===== src/rtl/drink_dispenser_pkg.sv =====
// Shared definitions for the drink dispenser: FSM state encoding, drink codes
// and default phase lengths.
package drink_dispenser_pkg;

    typedef enum logic [2:0] {
        ST_IDLE = 3'd0,
        ST_CUP  = 3'd1,
        ST_HEAT = 3'd2,
        ST_POUR = 3'd3,
        ST_MILK = 3'd4,
        ST_FOAM = 3'd5,
        ST_DONE = 3'd6
    } state_t;

    // Codes match the order FSM's selection codes
    typedef enum logic [1:0] {
        DRINK_NONE  = 2'b00,
        DRINK_EXPR  = 2'b01,
        DRINK_LATTE = 2'b10,
        DRINK_CAPP  = 2'b11
    } drink_t;

    localparam int unsigned DEF_CUP_CYC  = 2;
    localparam int unsigned DEF_HEAT_CYC = 4;
    localparam int unsigned DEF_POUR_CYC = 3;
    localparam int unsigned DEF_MILK_CYC = 2;
    localparam int unsigned DEF_FOAM_CYC = 2;

    // Simultaneous orders resolve capp > latte > expr
    function automatic drink_t pick_drink(input logic expr, input logic latte,
                                          input logic capp);
        if (capp)       return DRINK_CAPP;
        else if (latte) return DRINK_LATTE;
        else if (expr)  return DRINK_EXPR;
        else            return DRINK_NONE;
    endfunction

endpackage


===== src/rtl/drink_dispenser_phase_timer.sv =====
// 8-bit loadable down-counter; expire flags the last cycle of a loaded phase.
module phase_timer (
    input  logic       clk,
    input  logic       rst,
    input  logic       load,
    input  logic [7:0] load_val,
    output logic       expire
);

    logic [7:0] r_cnt;

    always_ff @(posedge clk) begin
        if (!rst) begin
            r_cnt <= '0;
        end else if (load) begin
            r_cnt <= load_val;
        end else if (r_cnt != '0) begin
            r_cnt <= r_cnt - 8'd1;
        end
    end

    // A phase loaded with N expires on its N-th cycle
    assign expire = (r_cnt == 8'd1);

endmodule


===== src/rtl/drink_dispenser.sv =====
// Beverage sequencer: cup, heat, pour, optional milk/foam, done; Moore outputs
// decoded from the state register, with a saturating served-drink counter.
module drink_dispenser
    import drink_dispenser_pkg::*;
#(
    parameter int unsigned CUP_CYC  = DEF_CUP_CYC,
    parameter int unsigned HEAT_CYC = DEF_HEAT_CYC,
    parameter int unsigned POUR_CYC = DEF_POUR_CYC,
    parameter int unsigned MILK_CYC = DEF_MILK_CYC,
    parameter int unsigned FOAM_CYC = DEF_FOAM_CYC
) (
    input  logic       clk,
    input  logic       rst,
    input  logic       req_expr,
    input  logic       req_latte,
    input  logic       req_capp,
    output logic       busy,
    output logic       cup_drop,
    output logic       heater_on,
    output logic       pump_on,
    output logic       milk_on,
    output logic       foam_on,
    output logic       done,
    output logic [1:0] drink_id,
    output logic [7:0] served_cnt
);

    localparam logic [7:0] CUP_LEN  = 8'(CUP_CYC);
    localparam logic [7:0] HEAT_LEN = 8'(HEAT_CYC);
    localparam logic [7:0] POUR_LEN = 8'(POUR_CYC);
    localparam logic [7:0] MILK_LEN = 8'(MILK_CYC);
    localparam logic [7:0] FOAM_LEN = 8'(FOAM_CYC);

    state_t     r_state;
    state_t     w_next;
    drink_t     r_drink;
    drink_t     w_drink_nxt;
    logic [7:0] r_served;
    logic       w_load;
    logic [7:0] w_load_val;
    logic       w_expire;

    phase_timer u_timer (
        .clk      (clk),
        .rst      (rst),
        .load     (w_load),
        .load_val (w_load_val),
        .expire   (w_expire)
    );

    always_ff @(posedge clk) begin
        if (!rst) begin
            r_state  <= ST_IDLE;
            r_drink  <= DRINK_NONE;
            r_served <= '0;
        end else begin
            r_state <= w_next;
            r_drink <= w_drink_nxt;
            if (r_state == ST_DONE && r_served != 8'hFF) begin
                r_served <= r_served + 8'd1;
            end
        end
    end

    // The timer is reloaded on every state entry, so its expire applies to the current phase
    always_comb begin
        w_next      = r_state;
        w_drink_nxt = r_drink;
        w_load      = 1'b0;
        w_load_val  = '0;
        cup_drop    = 1'b0;
        heater_on   = 1'b0;
        pump_on     = 1'b0;
        milk_on     = 1'b0;
        foam_on     = 1'b0;
        done        = 1'b0;
        busy        = (r_state != ST_IDLE);
        case (r_state)
            ST_IDLE: begin
                if (req_expr || req_latte || req_capp) begin
                    w_next      = ST_CUP;
                    w_drink_nxt = pick_drink(req_expr, req_latte, req_capp);
                    w_load      = 1'b1;
                    w_load_val  = CUP_LEN;
                end
            end
            ST_CUP: begin
                cup_drop = 1'b1;
                if (w_expire) begin
                    w_next     = ST_HEAT;
                    w_load     = 1'b1;
                    w_load_val = HEAT_LEN;
                end
            end
            ST_HEAT: begin
                heater_on = 1'b1;
                if (w_expire) begin
                    w_next     = ST_POUR;
                    w_load     = 1'b1;
                    w_load_val = POUR_LEN;
                end
            end
            ST_POUR: begin
                pump_on = 1'b1;
                if (w_expire) begin
                    w_load = 1'b1;
                    if (r_drink == DRINK_EXPR) begin
                        w_next = ST_DONE;
                    end else begin
                        w_next     = ST_MILK;
                        w_load_val = MILK_LEN;
                    end
                end
            end
            ST_MILK: begin
                milk_on = 1'b1;
                if (w_expire) begin
                    w_load = 1'b1;
                    if (r_drink == DRINK_CAPP) begin
                        w_next     = ST_FOAM;
                        w_load_val = FOAM_LEN;
                    end else begin
                        w_next = ST_DONE;
                    end
                end
            end
            ST_FOAM: begin
                foam_on = 1'b1;
                if (w_expire) begin
                    w_next = ST_DONE;
                    w_load = 1'b1;
                end
            end
            ST_DONE: begin
                done        = 1'b1;
                w_next      = ST_IDLE;
                w_drink_nxt = DRINK_NONE;
            end
            default: begin
                w_next      = ST_IDLE;
                w_drink_nxt = DRINK_NONE;
            end
        endcase
    end

    assign drink_id   = r_drink;
    assign served_cnt = r_served;

endmodule


===== config.mk =====
export PLATFORM = sky130hd
export DESIGN_NAME = drink_dispenser
export DESIGN_NICKNAME = d
export VERILOG_FILES = /design/src/rtl/drink_dispenser_pkg.sv /design/src/rtl/drink_dispenser_phase_timer.sv /design/src/rtl/drink_dispenser.sv
export SDC_FILE = /design/constraint.sdc
export NUM_CORES = 1
export LEC_CHECK = 0
export ABC_AREA = 1
export CAP_MARGIN = 20
export CORE_UTILIZATION = 60
export DETAILED_ROUTE_END_ITERATION = 16
export DONT_BUFFER_PORTS = 1
export GPL_ROUTABILITY_DRIVEN = 0
export PLACE_DENSITY_LB_ADDON = 0.15
export SYNTH_ARGS = -nofsm -noshare
export SYNTH_HDL_FRONTEND = slang
export SYNTH_SLANG_ARGS = --single-unit

===== constraint.sdc =====
create_clock -name clk -period 1.5 [get_ports clk]
set_input_delay 0.45 -clock clk [delete_from_list [all_inputs] [get_ports clk]]
set_output_delay 0.45 -clock clk [all_outputs]
set_load 0.05 [all_outputs]

# Word level (Yosys, flattened, before mapping)
# Cells that the tools add are included.
# W data, S select, Z words.
[classes]
n_bitwise = 1
eq_ne = 16
reduce_logical = 10
n_addsub = 2
n_mux = 33
[ops]
columns = ["op", "count"]
rows = [
  ["$mux W2", 11],
  ["$mux W3", 7],
  ["$pmux W3 S6", 1],
  ["$mux W8", 2],
  ["$pmux W3 S5", 1],
  ["$ne A2 B1 Y1 const B", 5],
  ["$eq A3 B3 Y1 const B", 3],
  ["$mux W1", 9],
  ["$add A8 B1 Y8 const B", 1],
  ["$eq A8 B1 Y1 const B", 1],
  ["$ne A8 B8 Y1 const B", 1],
  ["$reduce_bool A8 Y1", 1],
  ["$sub A8 B1 Y8 const B", 1],
  ["$eq A3 B2 Y1 const B", 2],
  ["$reduce_and A6 Y1", 1],
  ["$reduce_or A5 Y1", 1],
  ["$pmux W2 S2", 1],
  ["$eq A3 B1 Y1 const B", 1],
  ["$logic_not A3 Y1", 1],
  ["$reduce_bool A3 Y1", 1],
  ["$eq A2 B1 Y1 const B", 1],
  ["$eq A2 B2 Y1 const B", 1],
  ["$logic_or A1 B1 Y1", 2],
  ["$ne A2 B2 Y1 const B", 1],
  ["5 further kinds", 5],
]
[totals]
in_bits = 5
ff_bits = 21
output_inout_bits = 17
wordCells = 66

# Longest topological paths before layout
[depth]
ltp_word = 5
mapped_depth = 10

# By module
# Synthesis repeated with hierarchy kept, for this count alone.
[unflattened]
cells_unflattened = 231
hier_area_um2 = 1421.4
[by_module_without_submodules]
columns = ["mod", "instances", "cells_per_inst", "seq_area_each_um2", "area_each_um2"]
rows = [
  ["drink_dispenser", 1, 143, 260.2, 870.8],
  ["phase_timer", 1, 88, 160.2, 550.5],
]

# Worst setup path before layout
# No wires, ideal clock.
[synth_timing]
kind = "flip-flop to flip-flop"
startpoint = "register r_state[2]"
endpoint = "register r_served[7] (netlist: served_cnt[7])"
setup_ns = 0.070
path_stages_with_launch = 7
arrival_ns = 1.715
path_buffers = 0
setup_slack_ns = -0.286
cell_sequence = "dfxtp_1 inv_2 nor3_2 nand2_2 inv_2 nand2_1 a21oi_1"
[synth_between]
elab_chain_cells = 2
[synth_lines]
columns = ["element", "line", "text"]
rows = [
  ["from (decl)", "drink_dispenser.sv:34", "state_t r_state;"],
  ["from (signal assigned)", "drink_dispenser.sv:57", "r_state <= w_next;"],
  ["$eq A3 B3 Y1", "drink_dispenser.sv:59", "if (r_state == ST_DONE && r_served != 8'hFF) begin"],
  ["$logic_and A1 B1 Y1", "drink_dispenser.sv:59", ""],
  ["to (signal assigned)", "drink_dispenser.sv:60", "r_served <= r_served + 8'd1;"],
  ["to (decl)", "drink_dispenser.sv:38", "logic [7:0] r_served;"],
]
# Every way passes these cells.
# A chain may end at the register's enable or synchronous reset.

# Worst setup path after layout
[layout_timing]
startpoint = "register r_state[1]"
endpoint = "output done"
[layout_between]
elab_chain_cells = 2
[layout_lines]
columns = ["element", "line", "text"]
rows = [
  ["$eq A3 B3 Y1", "drink_dispenser.sv:78", "case (r_state)"],
  ["$mux W1", "drink_dispenser.sv:78", ""],
  ["to (decl)", "drink_dispenser.sv:23", "output logic done,"],
]
# Every way passes these cells.

==> summary.txt <==
Bufs on Longest Clock Path -> 2
Share of cells above drive strength 1 -> 38.70%
Via count -> 1604
Crit-path max FO -> 5
Vert. Die Dim -> 48.01 um
CTS tree -> done
Maximum clock rate -> 0.5844 GHz
Post-synthesis sequential area ratio -> 33.10%
Cts bufs inserted -> 3
Slew @ Worst Pin -> 399.8 ps
Post-Place Worst Slack -> 44.53 ps
Buffers on Ports -> 0
Setup CP Type -> reg -> out
Row Count -> 16
Drt total wl -> 4.957 mm
Share of the synthesized area in the top cell type -> 33.10%
Initial Util -> 64.08%
Final Hold Violating Endpoints -> 0
Failing checks -> setup timing
First-pass GRT wire length -> 4.919 mm
Total gr overflow -> 0
Post-synthesis instance total -> 194
Syn_area_per_cell -> 6.546 um2
GR Util All Layers -> 31.14%
Worst Setup Start Kind -> flip-flop
Leading area contributor after synthesis -> dfxtp_1
Pin count of the biggest net entering global routing -> 13
Crit end category -> output port
Yosys warning count -> 0
Final max-slew violation count -> 0
RSZ-0062 raised after global routing -> true
Max Cap Violations -> 0
Final period util -> 114.1%
Slew margin rel. -> 73.32%
Final net count -> 239
Max VDD drop -> 0.001683 V
#FFs+latches synth -> 21
Root Driver -> clkbuf_4
Pwr Density -> 2002 nW/um2
Drt pass-1 iters -> 4
Fin Hold WS -> 234.8 ps
FF-to-FF setup slack -> -90 ps
# diodes -> 0
Post-Syn Area -> 1270 um2
Worst-Skew Late Latency -> 320 ps
Synth Net Count -> 202
Vias in the first global route -> 1216
DRC Markers -> 0
Pleak -> 0.8110 nW
Die Wd -> 48.01 um
H-tree depth -> 1
Arr. time, crit path -> 1260 ps
Final Util -> 91.41%
Via density per instance -> 6.241
P&R area growth vs syn -> 42.66%
Top post-synthesis cells by area -> dfxtp_1 33%, nand2_1 13%, nor2_1 8.9%
Worst EP required -> 1050 ps
Min cycle time layout -> 1711 ps
WL/cell -> 19.29 um
Reg clk slew, reported paths -> 140 ps
Number of DRC markers in iteration 0 -> 65
Library cells used by synthesis -> 24
IO Count -> 22
DIE AREA -> 2304 um2
Outcome -> complete, but fails checks
Core Footprint -> 1982 um2
Dpl hpwl -> 2.199 mm
Worst min path class -> in -> reg
Clock Skew -> 11.14 ps
Initial antenna violation count -> 0
Final worst setup slack -> -211.1 ps
Post-CTS Hold Fix Bufs -> 0
CTS sink count -> 21
Final setup fails -> 18
Detail Route Antenna Nets -> 0
synthesized netlist by cell type (all sizes together):
cell and instances:
inv 26, ha 3, a31o 1, o211ai 1, o21ai 9, nor2 34
nand4 2, buf 1, clkbuf 1, nand2 51, nor3 6, a21oi 18
xnor2 2, xor2 5, dfxtp 21, nand3 13
power breakdown:
part / switching [W] / internal (W) / total, W / leakage [nW]
registers: 0.000166 / 0.000696 / 0.000862 / 0.177
clock network: 0.000202 / 0.0000997 / 0.000302 / 0.0177
logic: 0.00161 / 0.000853 / 0.00246 / 0.616
final timing paths:
path | start | end | cells past startpoint
setup reg to reg | r_state[0] | u_timer.r_cnt[5] | 8
hold reg to reg | drink_id[1] | drink_id[1] | 2
setup / recovery | r_state[1] | done | 3
hold / removal | rst | u_timer.r_cnt[2] | 2
flip-flops by register name (all words and copies together) (netlist names):
| name | cells |
|---|---|
| drink_id | 2 |
| r_state | 3 |
| served_cnt | 8 |
| u_timer.r_cnt | 8 |
cells in the final DEF (no fill, tap or decap), drive strengths merged:
master,Yosys,layout
o21ai,9,9
xor2,5,5
a31o,1,1
nand4,2,2
ha,3,3
o211ai,1,1
a21oi,18,18
clkinv,0,1
nand3,13,13
clkbuf,1,3
nor3,6,6
nand2,51,52
inv,26,26
dfxtp,21,21
buf,1,33
nor2,34,34
xnor2,2,2
per-layer routing:
metal	part of all wire, %	global-route usage [%]	wire length [um]
met3	8.8	7.170	436
met2	49	56.22	2435
met1	37	35.55	1833
met4	5.1	11.11	251
met5	0	0	0
cell type report:
class                           instances  area (um2)
Inverter                               26       110.1
Clock inverter                          1       5.005
Tap cell                               27       33.78
Fill cell                              73       170.2
Clock buffer                            3       22.52
Timing Repair Buffer                   33       334.1
Sequential cell                        21       444.2
Multi-Input combinational cell        146       862.1
cells by family (layout without fill, tap and decap cells):
kind of cell               count (synthesis)  after routing  synth area share, %
adders and majority gates                  3              3                2.956
xor gates and xnor gates                   7              7                4.828
DFF                                       21             21                33.10
and+or+nand+nor                          106            107                37.14
buffers and inverters                     28             63                8.866
AOI/OAI and AO/OA                         29             29                13.10
stage by stage:
step	TNS [ps]	cell area [um2]	cells	total power, W
finish	-1424	1812	257	0.003628
global route	-2201	1812	257	0.003813
CTS	-956.9	1660	249	0.003149
detailed placement	0	1534	238	0.002732
global placement	0	1534	238	0.002652
floorplan	-50.70	1297	194	0.002273
worst max-delay path, stage by stage (launching register included):
cell	delay, ps
dfxtp_4	450
inv_4	50
nor3_4	260
buf_12	170
what timing repair did:
item                       CTS  global route
setup endpoints to repair    7            20
resized for setup           23            23
pin swaps                    4            10
buffers inserted             7             7
cloned                       0             1
No activity file was read; power rests on OpenSTA's default activity.
